### src/rtl/approx_add_rr_sched.sv
// Round-robin front end that time-shares one approximate adder among N_REQ requesters.
// The adder sits outside this block, so any approximate variant can be swapped in without touching clients.
//
// state | meaning
// IDLE  | scan req_valid from rr_ptr and grant the first valid requester
// EXEC  | operands held on the adder; count down the settle time, then capture add_o
// RESP  | hold rsp_valid/rsp_id/rsp_sum until rsp_ready
module approx_add_rr_sched #(
  parameter int N_REQ   = 4,
  parameter int WIDTH   = 16,
  parameter int ADD_LAT = 1,
  parameter int ID_W    = 2
) (
  input  logic                   clk,
  input  logic                   rst,
  input  logic [N_REQ-1:0]       req_valid,
  input  logic [N_REQ*WIDTH-1:0] req_a,
  input  logic [N_REQ*WIDTH-1:0] req_b,
  output logic [N_REQ-1:0]       req_ready,
  output logic [WIDTH-1:0]       add_a,
  output logic [WIDTH-1:0]       add_b,
  input  logic [WIDTH:0]         add_o,
  output logic                   rsp_valid,
  output logic [ID_W-1:0]        rsp_id,
  output logic [WIDTH:0]         rsp_sum,
  input  logic                   rsp_ready,
  output logic                   busy
);

  typedef enum logic [1:0] {IDLE, EXEC, RESP} state_t;

  state_t          state, state_nxt;
  logic [ID_W-1:0] rr_ptr;
  logic [ID_W-1:0] win_idx;
  logic            win_found;
  logic [2:0]      cnt;

  // (base + off) mod N_REQ for off in 0..N_REQ; avoids a divider for non-power-of-two N_REQ
  function automatic logic [ID_W-1:0] rr_add(input logic [ID_W-1:0] base, input int off);
    int s;
    s = int'(base) + off;
    if (s >= N_REQ) s = s - N_REQ;
    return s[ID_W-1:0];
  endfunction

  // Descending scan so the requester closest to rr_ptr overwrites the others.
  always_comb begin
    win_found = 1'b0;
    win_idx   = '0;
    for (int k = N_REQ - 1; k >= 0; k--) begin
      if (req_valid[rr_add(rr_ptr, k)]) begin
        win_found = 1'b1;
        win_idx   = rr_add(rr_ptr, k);
      end
    end
  end

  always_ff @(posedge clk) begin
    if (rst) state <= IDLE;
    else     state <= state_nxt;
  end

  always_comb begin
    state_nxt = state;
    req_ready = '0;
    case (state)
      IDLE: begin
        if (win_found && !rst) begin
          req_ready[win_idx] = 1'b1;
          state_nxt          = EXEC;
        end
      end
      EXEC:    if (cnt == 3'd0) state_nxt = RESP;
      RESP:    if (rsp_ready) state_nxt = IDLE;
      default: state_nxt = IDLE;
    endcase
  end

  always_ff @(posedge clk) begin
    if (rst) begin
      rr_ptr    <= '0;
      add_a     <= '0;
      add_b     <= '0;
      rsp_valid <= 1'b0;
      rsp_id    <= '0;
      rsp_sum   <= '0;
      cnt       <= 3'd0;
    end else begin
      case (state)
        IDLE: begin
          if (win_found) begin
            add_a  <= req_a[win_idx*WIDTH +: WIDTH];
            add_b  <= req_b[win_idx*WIDTH +: WIDTH];
            rsp_id <= win_idx;
            rr_ptr <= rr_add(win_idx, 1);
            cnt    <= 3'(ADD_LAT - 1);
          end
        end
        EXEC: begin
          if (cnt == 3'd0) begin
            rsp_sum   <= add_o;
            rsp_valid <= 1'b1;
          end else begin
            cnt <= cnt - 3'd1;
          end
        end
        RESP:    if (rsp_ready) rsp_valid <= 1'b0;
        default: rsp_valid <= 1'b0;
      endcase
    end
  end

  assign busy = (state != IDLE);

endmodule

### config.mk
export PLATFORM = sky130hd
export DESIGN_NAME = approx_add_rr_sched
export DESIGN_NICKNAME = d
export VERILOG_FILES = /design/src/rtl/approx_add_rr_sched.sv
export SDC_FILE = /design/constraint.sdc
export NUM_CORES = 1
export LEC_CHECK = 0
export ABC_AREA = 1
export CORE_MARGIN = 2
export CORE_UTILIZATION = 35
export DETAILED_ROUTE_END_ITERATION = 8
export GPL_ROUTABILITY_DRIVEN = 0
export PLACE_DENSITY = 0.84
export SLEW_MARGIN = 40
export SYNTH_ARGS = -nofsm -noshare
export SYNTH_HDL_FRONTEND = slang
export SYNTH_SLANG_ARGS = --single-unit
export TNS_END_PERCENT = 30
### constraint.sdc
create_clock -name clk -period 4.8 [get_ports clk]
set_input_delay 1.2 -clock clk [delete_from_list [all_inputs] [get_ports clk]]
set_output_delay 1.2 -clock clk [all_outputs]
set_load 0.1 [all_outputs]
==> metrics.txt <==
status complete, no violations; Worst-path clk slew 0.08 ns; # resized after CTS 0; setup TNS 0 ns; Max-slew headroom 48.2%; diode count 0; DRT Wirelength between 10 and 15 mm; initial antenna violation count 0; die height ~110 um; Worst Path Class, Setup in -> out; XOR/XNOR share of the synthesized area 0%; Leak 2.99 nW; largest net degree at the start of global routing 54; quantity of hold-fixing buffers added after cts 0; worst slew pin tran slightly below 0.8 ns; # rows 37; Synth area leaders dfxtp_1 (32%), nand2_1 (24%), nand3_1 (12%), nor2_1 (7.5%), inv_1 (6.2%); vias in the first global route around 4200; Peak VDD IR 0.424 mV; Cells after Synth roughly 630; worst-path maximum fanout 17; H-tree levels 3; drt pass-1 iters 4; Synth Area in Adders 0.681%; clock sinks 59; Num CTS Buffers 9; Vias per Instance 4.69; Post-CTS Setup Inserts 0; Final Cycle Share around nine tenths; Yosys reg bits 59; register area about 1200 um2; CTS tree yes; count of pins over their slew limit 0; number of max-cap violations 0; # DRC 0; drt wl/cell 12.8 um; main combinational cell family by area after synthesis simple AND/OR/NAND/NOR gates; Avg Cell Area, Syn 5.82 um2; Cell Area, Synth roughly 3700 um2; Initial Util around 36%; Final Hold Vio Count 0; DRT iter0 DRCs approximately 210; Synth Warn # 0; fin area slightly below 6000 um2; Multi-input gate area 2070 um2; share of the synthesized area in the top cell type around 32%; fill cell count 1035; Hold Path Class reg -> reg; final net count 978; Synth area leader dfxtp_1; port buffer count 208; vias 4530; final core area utilization ~57%; WP data required approximately 3.6 ns; worst skew pair latency 0.34 ns; Seq/Total Area, Yosys 32.1%; RSZ-0062 raised after global routing no; startpoint types primary input; GRT Total Usage a little over a fifth; Post-DP Area 5600 um2; layout cells sized above 1 11.3%; total grt overflow 0; CTS Buffer Depth 2; Die ar. between 10000 and 15000 um2; CP Capture Type primary output; first-pass GRT wire length 19.9 mm; Final Skew 0.0124 ns; count of cell types in the netlist 22; Tmin final about 4.3 ns; syn_nets 786; Synth Area in Simple Gates 49.4%; area grow syn2layout 58.3%; Top Ports 209; ANT nets after route 0; Fmax achieved 230 MHz; Horiz. Die Dim 106 um; Core Area 10300 um2; Synth Area in Compound Gates 5.96%; power per cell area 761 nW/um2; Root Driver clkbuf_8; endpoints failing setup 0; DP HPWL 9.13 mm; total power 4.43 mW; Crit path arrival time approximately 3.1 ns; mux share of post-synthesis cell area 0%
## power breakdown
group | switching (mW) | internal, mW
Combinational | 2.40 | 0.761
Clock | 0.224 | 0.296
Sequential | 0.0889 | 0.663
## registers in the layout, indices dropped and copies added, names as in the netlist
signal and cells:
add_b 16, add_a 16, rsp_id 2, rsp_sum 17, rr_ptr 2, cnt 3
state 2, rsp_valid 1
## worst max-delay path, cell delays in order
cell,delay [ns]
clkdlybuf4s50_1,0.50
inv_1,0.06
o21ai_1,0.17
nand2_1,0.11
nand2_1,0.07
inv_1,0.05
nand2_1,0.08
nand2_2,0.06
nand2_2,0.14
buf_4,0.22
nand2_1,0.09
nor2_1,0.19
buf_12,0.20
## metrics by stage
step	hold WS, ns	std cells	setup slack (ns)
global route	0.465	965	0.272
CTS	0.454	965	0.466
global placement	0.435	949	0.510
finish	0.450	965	0.458
floorplan	0.439	632	0.116
detailed placement	0.435	949	0.475
## cells by family after synthesis
family                   Yosys count
flip-flops                        59
AND/OR/NAND/NOR                  426
buffers and inverters            102
adder cells (fa/ha/maj)            2
AO/OA/AOI/OAI                     43
## final cells by class
cell class,count,area share [%]
inverters,65,4.19
clock inverters,7,1.74
clock buffers,9,2.13
repair buffers,218,33.2
well taps,136,2.92
flip-flops and latches,59,20.3
multi-input cells,471,35.5
## layer usage
metal  share of wire, %  vias up  global-route usage [%]  wire, um
met3                9.9       22                    7.23      1220
met1                 41     1961                    25.2      5060
li1                   -     2352                       -         -
met2                 47      195                    37.6      5820
met5                  0        -                       0         0
met4                2.0        0                    7.61       253
## worst paths after layout
kind | from | endpoint | slack, ns | cells past startpoint
worst min register to register | add_a[3] | add_a[3] | 0.45 | 2
worst max-delay path | req_valid[0] | req_ready[1] | 0.46 | 13
worst min-delay path | add_a[3] | add_a[3] | 0.45 | 2
worst max register to register | rr_ptr[0] | add_a[4] | 2.28 | 14
## cell usage in the layout, fill, tap and decap left out, types with 3 or more instances in the layout
cell / count
buf_2: 53
inv_2: 3
buf_4: 10
buf_12: 4
nand3b_1: 21
clkbuf_8: 9
nand2_2: 3
o21ai_1: 4
nand3_1: 91
inv_1: 61
dfxtp_1: 59
o21ai_0: 33
nor2_1: 71
nand2_1: 234
a21oi_1: 4
clkdlybuf4s50_1: 151
## cells in the mapped netlist
cell,instances
a21oi_1,4
nand3_1,91
nand3_2,2
buf_1,6
nand2_2,3
inv_1,61
ha_1,2
buf_4,2
buf_2,7
a31oi_1,1
o21ai_1,4
dfxtp_1,59
nor2_1,73
clkbuf_1,17
nor3_1,2
o31ai_1,1
clkinv_1,1
nand2_1,234
nand3b_1,21
o21ai_0,33
inv_2,3
buf_6,5
Power figures use the tool's default switching activity.
